`config.mk`:
```
export PLATFORM = sky130hd
export DESIGN_NAME = agc_rms_meter
export DESIGN_NICKNAME = d
export VERILOG_FILES = /design/src/rtl/agc_pkg.sv /design/src/rtl/agc_isqrt_seq.sv /design/src/rtl/agc_rms_meter.sv
export SDC_FILE = /design/constraint.sdc
export NUM_CORES = 1
export LEC_CHECK = 0
export ABC_AREA = 1
export BUFFER_PORTS_ARGS = -buffer_cell sky130_fd_sc_hd__buf_2
export CAP_MARGIN = 20
export CORE_UTILIZATION = 29
export DETAILED_ROUTE_END_ITERATION = 7
export GPL_TIMING_DRIVEN = 0
export PLACE_DENSITY = 0.41
export REMOVE_ABC_BUFFERS = 1
export SLEW_MARGIN = 20
export SYNTH_ARGS = -nofsm -noshare
export SYNTH_HDL_FRONTEND = slang
export SYNTH_SLANG_ARGS = --single-unit
```
`constraint.sdc`:
```
create_clock -name clk -period 1.76 [get_ports clk]
set_input_delay 0.088 -clock clk [delete_from_list [all_inputs] [get_ports clk]]
set_output_delay 0.088 -clock clk [all_outputs]
set_load 0.1 [all_outputs]
```
`src/rtl/agc_pkg.sv`:
```
// Shared types for the AGC level-measurement path.
package agc_pkg;

   localparam int DW_DEFAULT = 16;

   typedef logic signed [DW_DEFAULT-1:0] sample_t;
   typedef logic [2*DW_DEFAULT-1:0]      msq_t;

   typedef enum logic [1:0] {
      IDLE = 2'd0,
      CALC = 2'd1,
      DONE = 2'd2
   } rms_state_t;

endpackage

```
`src/rtl/agc_isqrt_seq.sv`:
```
// Sequential restoring integer square root: one result bit per clock, MSB first.
// done is high in the cycle whose rising edge produces the final root bit.
module agc_isqrt_seq
   import agc_pkg::*;
#(
   parameter int OW = DW_DEFAULT
) (
   input  logic            clk,
   input  logic            rst,
   input  logic            start,
   input  logic [2*OW-1:0] radicand,
   output logic [OW-1:0]   root,
   output logic            done,
   output logic            busy
);

   localparam int CW = (OW > 1) ? $clog2(OW) : 1;

   logic [2*OW-1:0] rad_q, rad_d;
   logic [OW:0]     rem_q, rem_d;
   logic [OW-1:0]   root_q, root_d;
   logic [CW-1:0]   bit_q, bit_d;
   logic            busy_q, busy_d;

   logic [OW+2:0]   rem_sh;
   logic [OW+2:0]   trial;
   logic            take;

   // Remainder never exceeds 2*root, so OW+1 bits hold it between steps.
   assign rem_sh = {rem_q, rad_q[2*OW-1 -: 2]};
   assign trial  = {1'b0, root_q, 2'b01};
   assign take   = (rem_sh >= trial);

   always_comb begin
      rad_d  = rad_q;
      rem_d  = rem_q;
      root_d = root_q;
      bit_d  = bit_q;
      busy_d = busy_q;
      if (start) begin
         rad_d  = radicand;
         rem_d  = '0;
         root_d = '0;
         bit_d  = CW'(OW - 1);
         busy_d = 1'b1;
      end else if (busy_q) begin
         rad_d  = {rad_q[2*OW-3:0], 2'b00};
         rem_d  = take ? (OW+1)'(rem_sh - trial) : (OW+1)'(rem_sh);
         root_d = {root_q[OW-2:0], take};
         bit_d  = bit_q - CW'(1);
         busy_d = (bit_q != '0);
      end
   end

   always_ff @(posedge clk or negedge rst) begin
      if (!rst) begin
         rad_q  <= '0;
         rem_q  <= '0;
         root_q <= '0;
         bit_q  <= '0;
         busy_q <= 1'b0;
      end else begin
         rad_q  <= rad_d;
         rem_q  <= rem_d;
         root_q <= root_d;
         bit_q  <= bit_d;
         busy_q <= busy_d;
      end
   end

   assign root = root_q;
   assign done = busy_q && (bit_q == '0);
   assign busy = busy_q;

endmodule

```
`src/rtl/agc_rms_meter.sv`:
```
// Windowed mean-square / RMS level meter for the AGC loop: squares accepted
// samples over 2^LOG2_WIN samples, then takes a sequential integer sqrt.
module agc_rms_meter
   import agc_pkg::*;
#(
   parameter int DW       = DW_DEFAULT,
   parameter int LOG2_WIN = 12,
   parameter int OW       = DW
) (
   input  logic              clk,
   input  logic              rst,
   input  logic [DW-1:0]     x_in,
   input  logic              x_valid,
   input  logic              clr,
   output logic [OW-1:0]     rms_out,
   output logic [2*DW-1:0]   mean_sq,
   output logic              rms_valid,
   output logic              busy
);

   localparam int ACCW = 2*DW + LOG2_WIN;

   if (LOG2_WIN < 5 || LOG2_WIN > 20) begin : g_win_check
      $error("agc_rms_meter: LOG2_WIN must lie in 5..20");
   end
   if (OW != DW) begin : g_ow_check
      $error("agc_rms_meter: OW must equal DW");
   end

   logic signed [2*DW-1:0] x_ext;
   logic [2*DW-1:0]        sq;
   logic [ACCW-1:0]        acc_q, acc_d, acc_sum;
   logic [LOG2_WIN-1:0]    cnt_q, cnt_d;
   logic [2*DW-1:0]        radicand;
   logic [2*DW-1:0]        msq_pend_q;
   logic [OW-1:0]          rms_q;
   logic [2*DW-1:0]        msq_q;
   logic                   valid_q;
   rms_state_t             state_q, state_d;

   logic                   accept;
   logic                   close;
   logic                   out_load;
   logic [OW-1:0]          sq_root;
   logic                   sq_done;
   logic                   sq_busy;

   // Square of the most negative sample is 2^(2DW-2), which still fits unsigned.
   assign x_ext    = (2*DW)'($signed(x_in));
   assign sq       = x_ext * x_ext;
   assign acc_sum  = acc_q + ACCW'(sq);
   assign accept   = x_valid && !clr;
   assign close    = accept && (cnt_q == '1);
   assign radicand = acc_sum[ACCW-1:LOG2_WIN];
   assign out_load = (state_q == DONE) && !clr;

   always_comb begin
      acc_d = acc_q;
      cnt_d = cnt_q;
      if (clr) begin
         acc_d = '0;
         cnt_d = '0;
      end else if (accept) begin
         cnt_d = cnt_q + LOG2_WIN'(1);
         acc_d = close ? '0 : acc_sum;
      end
   end

   always_comb begin
      state_d = state_q;
      if (clr) begin
         state_d = IDLE;
      end else begin
         unique case (state_q)
            IDLE:    if (close) state_d = CALC;
            CALC:    if (sq_done) state_d = DONE;
            DONE:    state_d = IDLE;
            default: state_d = IDLE;
         endcase
      end
   end

   agc_isqrt_seq #(
      .OW(OW)
   ) u_isqrt (
      .clk      (clk),
      .rst      (rst),
      .start    (close),
      .radicand (radicand),
      .root     (sq_root),
      .done     (sq_done),
      .busy     (sq_busy)
   );

   always_ff @(posedge clk or negedge rst) begin
      if (!rst) begin
         acc_q      <= '0;
         cnt_q      <= '0;
         state_q    <= IDLE;
         msq_pend_q <= '0;
         rms_q      <= '0;
         msq_q      <= '0;
         valid_q    <= 1'b0;
      end else begin
         acc_q   <= acc_d;
         cnt_q   <= cnt_d;
         state_q <= state_d;
         if (close) msq_pend_q <= radicand;
         // A clr during DONE discards the pending result.
         if (out_load) begin
            rms_q <= sq_root;
            msq_q <= msq_pend_q;
         end
         valid_q <= out_load;
      end
   end

   assign rms_out   = rms_q;
   assign mean_sq   = msq_q;
   assign rms_valid = valid_q;
   assign busy      = (state_q == CALC) && sq_busy;

endmodule

```
==> impl_metrics.json, run 1 <==
{
  "status": "finished, violations left",
  "violations": "negative setup slack",
  "post_route_cells_drive_above_1_share_pct": 41.30,
  "synth_top_family_by_area": "adder cells",
  "netlist_area_sq_um": 21870,
  "yosysMostFrequentCell": "nand2_1",
  "yosysWarningCount": 0,
  "final-max-slew-violation-count": 0,
  "cts_max_level": 1,
  "yosys.area.top_type_share_pct": 23.91,
  "place_congestion": 0.8695,
  "cp_data_required_time_ns": 2.24,
  "worstHoldPathType": "in -> async",
  "synth_edf_count": 0,
  "grt.total_usage_pct": 18.93,
  "ys_ff_latch": 209,
  "dp_hpwl_um": 49120,
  "antenna_found_initial": 0,
  "rsz0062_at_grt": "true",
  "fmaxAchievable_mhz": 164.1,
  "fin_crit_sh_pct": 346.2,
  "synth_cell_types": 50,
  "synth_fa_ha_area_share_pct": 29.79,
  "setup_viol": 139,
  "grt_pass1_vias": 21065,
  "vias": 19802,
  "synth_area_leaders": "dfrtp_1 (24%), fa_1 (22%), nand2_1 (16%), inv_1 (11%), ha_1 (8.0%)",
  "synth-seq-area-share_pct": 23.91,
  "numCtsBuffers": 24,
  "end_kind": "flop",
  "clk_latency_ns": 0.55,
  "cts.clk_slew.worst_paths_ns": 0.07,
  "cp_max_fo": 5,
  "grt_max_degree": 89,
  "multi_input_area_sq_um": 18970,
  "dieArea_sq_um": 76520,
  "drt_wl_total_um": 72900,
  "detail_route.first_pass.iterations": 6,
  "syn2layout_area_growth_pct": 50.67,
  "yosys.area.top_type": "dfrtp_1",
  "avgSynthCellArea_sq_um": 7.475,
  "synthTopCellsByCount": "nand2_1 (909), inv_1 (661), fa_1 (238), dfrtp_1 (209), nand3_1 (144)",
  "fin_nets": 3668,
  "worst_ep_arrival_time_ns": 6.57,
  "cts_buffer_depth": 3,
  "io_pins": 70,
  "viasPerCell": 4.652,
  "ys_async_sr_fraction_pct": 100.0,
  "critPathLaunch": "x_in[15]",
  "fillCellCount": 7300,
  "synth_xor_area_share_pct": 2.523,
  "period_minus_slack_ns": 6.093,
  "finClkSkew_ns": 0.01322,
  "path_class": "in -> reg",
  "io_buffers": 69,
  "r2r-start": "acc_q[0]",
  "core_sq_um": 74570,
  "fp.dieH_um": 276.6,
  "fp-row-count": 100,
  "detail-route-antenna-nets": 0,
  "hold_violations": 0,
  "final_cells": 4257,
  "grt.overflow.total": 0,
  "synth_compound_area_share_pct": 6.327,
  "cts-root-buf": "clkbuf_16",
  "die_w_um": 276.6,
  "diodes": 0,
  "clkSinkCount": 209,
  "cts_tree": "yes",
  "synth_mux_area_share_pct": 0,
  "place_inst": 3902,
  "drv_cap": 0,
  "synth_ff_type": "dfrtp_1",
  "start_kind": "primary input",
  "fin_tns_setup_ns": -416.69,
  "final_cell_area_sq_um": 32950,
  "place_area_sq_um": 23330,
  "drc": 0,
  "fin_ws_ns": -4.333,
  "ff_latch_area_sq_um": 5233,
  "netlist_instances": 2926,
  "tightest_slew_ns": 0.7489,
  "drt_iter0_drc": 854,
  "slew_headroom_pct": 49.95,
  "synthSimpleGateAreaFrac_pct": 24.46,
  "start_util_pct": 29.33,
  "wl_per_cell_um": 17.12,
  "grt_first_pass_wirelength_um": 115300
}
==> routing by layer <==
layer	track usage, %	part of all wire [%]	up-vias
met2	32.67	49	329
met3	2.371	3.9	103
li1	-	-	9550
met5	0	0	-
met4	3.575	2.3	0
met1	25.45	45	9820
==> layout make-up <==
cell class | count | area share (%)
timing repair inverter | 3 | 0.1329
timing repair buffer | 377 | 12.05
clock buffer | 32 | 2.066
clock inverter | 12 | 0.4898
sequential | 209 | 15.88
multi-input combinational | 1983 | 57.58
tap | 969 | 3.679
inverter | 672 | 8.129
==> cells in the final DEF, fill, tap and decap left out, types with 29 or more instances in the layout <==
cell and count:
ha_4 82, nand3_1 50, ha_1 54, nand2_2 197
inv_1 502, fa_1 217, nand2_1 587, buf_6 69
buf_4 189, o21ai_0 43, buf_2 51, inv_2 136
nand2_4 120, nor2_4 51, a21oi_1 29, nand3_2 72
nand3b_1 36, dfrtp_1 207, nor2_1 58, a21oi_4 31
==> critical path, stage by stage <==
cell	delay (ns)
buf_16	0.13
nand2_8	0.08
inv_4	0.04
fa_2	0.49
buf_4	0.16
buf_6	0.12
fa_1	0.55
fa_1	0.43
fa_1	0.47
fa_1	0.49
inv_1	0.05
fa_1	0.52
inv_1	0.06
ha_4	0.27
a21oi_2	0.24
o21ai_1	0.17
a21oi_1	0.21
o211ai_1	0.23
xor2_2	0.23
ha_4	0.36
nand2_4	0.08
nor2_4	0.14
inv_2	0.08
nor3_4	0.22
nand3b_1	0.19
nand4_1	0.22
nand3_2	0.14
nand2_1	0.09
==> sequential cells by signal, summed over array words and instances, names as in the netlist, 2 cells and up <==
name / flops
acc_q: 44
u_isqrt.rad_q: 32
state_q: 2
rms_out: 16
u_isqrt.rem_q: 17
u_isqrt.bit_q: 4
msq_pend_q: 32
cnt_q: 12
mean_sq: 32
u_isqrt.root: 16
==> repair_timing <==
action	in CTS	in global routing
pin swaps	383	374
buffers inserted	194	89
gates resized for setup	1013	479
hold buffers	6	0
setup endpoints to repair	173	174
hold endpoints to repair	129	0
gates cloned	23	5
==> final timing paths <==
kind | depth (start not counted) | slack (ns) | endpoint
max | 28 | -4.33 | msq_pend_q[22]
min | 2 | 0.03 | rms_out[6]
max reg2reg | 12 | -0.73 | msq_pend_q[8]
min reg2reg | 2 | 0.47 | msq_pend_q[27]
max in group asynchronous | 4 | 0.49 | acc_q[42]
min in group clk | 4 | 0.05 | acc_q[27]
==> metrics by stage <==
step,hold slack (ns),util (%),setup WS [ns]
after floorplan,-0.2076,-,-4.708
after global placement,0.3903,30.99,-6.499
after detailed placement,0.01775,31.29,-6.462
after CTS,0.002757,40.64,-4.299
after global routing,0.04507,44.19,-4.539
final,0.02812,44.19,-4.333
==> cells by family after synthesis <==
kind of cell	after synthesis
xor+xnor	63
buf+inv	743
simple gates	1288
fa+ha+maj	378
compound gates	245
flops	209
Power of run 1 is not shown: default switching activity piles up to over one toggle a cycle in this logic, so the estimate is an artifact.
==> run 2, diff against run 1 <==
--- a/config.mk
+++ b/config.mk
@@ -10,2 +10,3 @@
 export CAP_MARGIN = 20
+export CORE_MARGIN = 2
 export CORE_UTILIZATION = 29
--- a/constraint.sdc
+++ b/constraint.sdc
@@ -3,2 +3,2 @@
 set_output_delay 0.088 -clock clk [all_outputs]
-set_load 0.1 [all_outputs]
+set_load 0.005 [all_outputs]
==> impl_metrics.json, run 2 (same netlist as run 1, synthesis figures left out) <==
{
  "status": "finished, violations left",
  "violations": "negative setup slack",
  "grt_max_degree": 89,
  "numCtsBuffers": 23,
  "critPathTopFamily": "adder cells",
  "final-max-slew-violation-count": 0,
  "core_sq_um": 74570,
  "cts_tree": "yes",
  "vias": 19545,
  "syn2layout_area_growth_pct": 46.31,
  "worstHoldPathType": "in -> async",
  "io_pins": 70,
  "dp_hpwl_um": 49090,
  "largest_register_ffs": 44,
  "utilization_pct": 42.91,
  "dieArea_sq_um": 77630,
  "diodes": 0,
  "period_minus_slack_ns": 6.147,
  "start_util_pct": 29.33,
  "grt_pass1_vias": 20861,
  "detail-route-antenna-nets": 0,
  "drv_cap": 0,
  "detail_route.first_pass.iterations": 5,
  "setup_viol": 145,
  "fmaxAchievable_mhz": 162.7,
  "drt_iter0_drc": 1022,
  "cp_data_required_time_ns": 2.18,
  "io_buffers": 69,
  "regMostFlops": "acc_q",
  "tightest_slew_ns": 0.7161,
  "slew_headroom_pct": 52.14,
  "worst_ep_arrival_time_ns": 6.57,
  "cts_buffer_depth": 3,
  "fp-row-count": 100,
  "start_kind": "primary input",
  "fin_crit_sh_pct": 349.3,
  "clkSinkCount": 209,
  "clk_latency_ns": 0.54,
  "place_congestion": 0.8640,
  "finClkSkew_ns": 0.01959,
  "antenna_found_initial": 0,
  "path_buf_inv": 8,
  "cts-root-buf": "clkbuf_16",
  "end_kind": "flop",
  "slowest_stage": "fa_2",
  "cts.clk_slew.worst_paths_ns": 0.06,
  "fp.dieH_um": 278.6,
  "drt_wl_total_um": 70630,
  "cp_max_fo": 6,
  "rsz0062_at_grt": "true",
  "final_cell_mix": "nand2_1 (623), inv_1 (520), fa_1 (223)",
  "fin_ws_ns": -4.387,
  "drc": 0,
  "viasPerCell": 4.630,
  "grt_first_pass_wirelength_um": 113800,
  "grt.overflow.total": 0,
  "layout_commonest_cell": "nand2_1",
  "grt.total_usage_pct": 18.35,
  "fin_nets": 3635,
  "die_w_um": 278.6,
  "post_route_cells_drive_above_1_share_pct": 38.62,
  "path_class": "in -> reg",
  "cts_max_level": 1,
  "slowest_delay_ns": 0.64,
  "wl_per_cell_um": 16.73,
  "hold_violations": 0
}
## run 2: changes by cell type in the layout (fill, tap and decap cells not counted), sizes merged
| cell | delta |
|---|---|
| clkbuf | -1 |
| dlygate4sd3 | -1 |
| bufinv | -1 |
| bufbuf | -2 |
| clkinv | -2 |
| buf | -29 |
| clkdlybuf4s18 | +1 |
| nand3 | +1 |
| inv | -3 |
| nand2 | +1 |
## run 2: path summary, 6_finish.rpt
| check | start | end | slack, ns | depth (start not counted) |
|---|---|---|---|---|
| max | x_in[15] | u_isqrt.rad_q[25] | -4.39 | 30 |
| min | rst | rms_out[5] | 0.02 | 2 |
| min reg2reg | msq_pend_q[8] | mean_sq[8] | 0.47 | 2 |
| min in group clk | clr | acc_q[33] | 0.05 | 4 |
| max reg2reg | cnt_q[0] | msq_pend_q[20] | -0.94 | 13 |
| max in group asynchronous | rst | msq_pend_q[26] | 0.50 | 4 |
## run 2: per-layer routing
metal / part of all wire [%] / global-route usage [%] / up-vias
met5: 0 / 0 / -
met4: 1.5 / 2.578 / 0
met3: 3.2 / 1.891 / 62
met2: 50 / 32.44 / 272
met1: 46 / 24.73 / 9736
li1: - / - / 9475
## run 2: cell type report
class	count	area, sq um
fill	7405	42570
multi-input combinational	1985	18680
sequential	209	5235
timing repair buffer	345	3467
inverter	672	2644
tap	969	1212
clock buffer	32	649.4
clock inverter	8	101.3
timing repair inverter	1	7.507
## run 2: per-stage QoR
| step | std cells | cell area [sq um] | worst slack (ns) | TNS (ns) | hold slack [ns] |
|---|---|---|---|---|---|
| 2_1_floorplan | 2855 | 21550 | -4.708 | -493.60 | -0.2076 |
| 3_3_place_gp | 3893 | 23110 | -6.635 | -1512.72 | 0.3886 |
| 3_5_place_dp | 3901 | 23320 | -6.581 | -673.52 | -0.01633 |
| 4_1_cts | 4168 | 30160 | -4.344 | -416.96 | 0.003937 |
| 5_1_grt | 4221 | 32000 | -4.694 | -454.74 | 0.03148 |
| 6_report | 4221 | 32000 | -4.387 | -421.11 | 0.02048 |
## run 2: repair_timing
item | in CTS | in global routing
buffers inserted | 204 | 56
hold buffers | 5 | 0
pin swaps | 292 | 272
gates cloned | 18 | 1
endpoints found under the setup margin | 173 | 175
endpoints found under the hold margin | 128 | 0
gates resized for setup | 968 | 381
Power of run 2 is left out for the same reason.
==> run 3, diff against run 2 <==
- CORE_UTILIZATION: 29 -> 41
- HOLD_SLACK_MARGIN: default -> 0.06
- PLACE_DENSITY: 0.41 -> 0.55
==> impl_metrics.json, run 3 (same netlist as run 1, synthesis figures left out) <==
{
  "fin_tns_setup_ns": -434.38,
  "start_kind": "primary input",
  "cts-root-buf": "clkbuf_16",
  "status": "finished, violations left",
  "dp_hpwl_um": 44440,
  "clk_latency_ns": 0.53,
  "vias": 18882,
  "cp_max_fo": 6,
  "drt_wl_total_um": 60290,
  "worst_ep_arrival_time_ns": 6.62,
  "slowest_delay_ns": 0.60,
  "cts_buffer_depth": 3,
  "cts_tree": "yes",
  "layout_commonest_cell": "nand2_1",
  "worstHoldPathType": "in -> async",
  "grt_max_degree": 96,
  "io_buffers": 69,
  "grt_pass1_vias": 19479,
  "detail_route.first_pass.iterations": 8,
  "wl_per_cell_um": 15.93,
  "fp.dieH_um": 235.0,
  "cp_data_required_time_ns": 2.22,
  "cts.clk_slew.worst_paths_ns": 0.06,
  "post_route_cells_drive_above_1_share_pct": 28.06,
  "fin_crit_sh_pct": 349.9,
  "core_sq_um": 52660,
  "fmaxAchievable_mhz": 162.4,
  "dieArea_sq_um": 55210,
  "final_cell_mix": "nand2_1 (698), inv_1 (571), fa_1 (223)",
  "fp-row-count": 84,
  "rsz0062_at_grt": "true",
  "drc": 0,
  "tightest_slew_ns": 1.149,
  "slew_headroom_pct": 23.25,
  "grt.total_usage_pct": 21.51,
  "fin_ws_ns": -4.399,
  "cts_max_level": 1,
  "regMostFlops": "acc_q",
  "path_buf_inv": 7,
  "fin_nets": 3480,
  "cpMostUsedCell": "fa_1",
  "period_minus_slack_ns": 6.159,
  "path_class": "in -> reg",
  "viasPerCell": 4.989,
  "holdWs_ns": 0.05418,
  "drv_cap": 0,
  "start_util_pct": 41.54,
  "largest_register_ffs": 44,
  "die_w_um": 235.0,
  "final_cells": 3785,
  "place_inst": 3619,
  "place_congestion": 0.9222,
  "grt.overflow.total": 0,
  "io_pins": 70,
  "antenna_found_initial": 0,
  "final-max-slew-violation-count": 0,
  "detail-route-antenna-nets": 0,
  "finClkSkew_ns": 0.01620,
  "syn2layout_area_growth_pct": 30.76,
  "critPathTopFamily": "adder cells",
  "numCtsBuffers": 22,
  "diodes": 0,
  "slowest_stage": "fa_2",
  "hold_violations": 0,
  "grt_first_pass_wirelength_um": 98590,
  "drt_iter0_drc": 1184,
  "violations": "negative setup slack",
  "clkSinkCount": 209,
  "setup_viol": 164,
  "utilization_pct": 54.31,
  "end_kind": "flop"
}
==> run 3: cell count changes in the layout (fill, tap and decap cells not counted), moves of 20 or more <==
cell / change
nand3_2: -28
nand2_1: +75
nand2_2: -46
inv_2: -39
nand2_4: -28
inv_1: +51
buf_4: -87
buf_6: -31
nand3_1: +31
ha_1: +20
==> run 3: per-stage QoR <==
step	instance area [sq um]	setup slack, ns
after floorplan	21550	-4.708
after detailed placement	22950	-6.427
after global placement	22760	-6.417
final	28600	-4.399
after CTS	26150	-4.293
after global routing	28600	-4.594
==> run 3: final cells by class <==
type	count	area, sq um
clock buffer	33	673.1
clock inverter	6	67.56
fill	4751	24060
inverter	672	2600
multi-input combinational	1974	17210
sequential	209	5231
tap	688	860.8
timing repair buffer	203	1952
==> run 3: path summary, 6_finish.rpt <==
check	to	slack, ns	cells past startpoint	startpoint
worst min-delay path	rms_out[6]	0.05	2	rst
max in group asynchronous	mean_sq[22]	0.51	4	rst
min in group clk	u_isqrt.rad_q[31]	0.14	5	x_valid
worst max register to register	acc_q[10]	-1.03	12	cnt_q[0]
worst max-delay path	acc_q[33]	-4.40	28	x_in[15]
worst min register to register	mean_sq[27]	0.46	2	msq_pend_q[27]
==> run 3: layer usage <==
layer  part of all wire (%)  vias up  GRT usage, %
met5                      0        -             0
met4                    2.1        0         3.510
met3                    3.4       82         1.891
met2                     49      335         37.09
met1                     45     9328         29.96
li1                       -     9137             -
==> run 3: what timing repair did <==
action | 4_1_cts | 5_1_grt
endpoints found under the setup margin | 173 | 176
endpoints found under the hold margin | 125 | 0
hold buffers | 7 | 0
gates resized for setup | 464 | 474
cloned | 1 | 1
pin swaps | 154 | 269
setup buffers | 43 | 76
Power of run 3 is left out for the same reason.
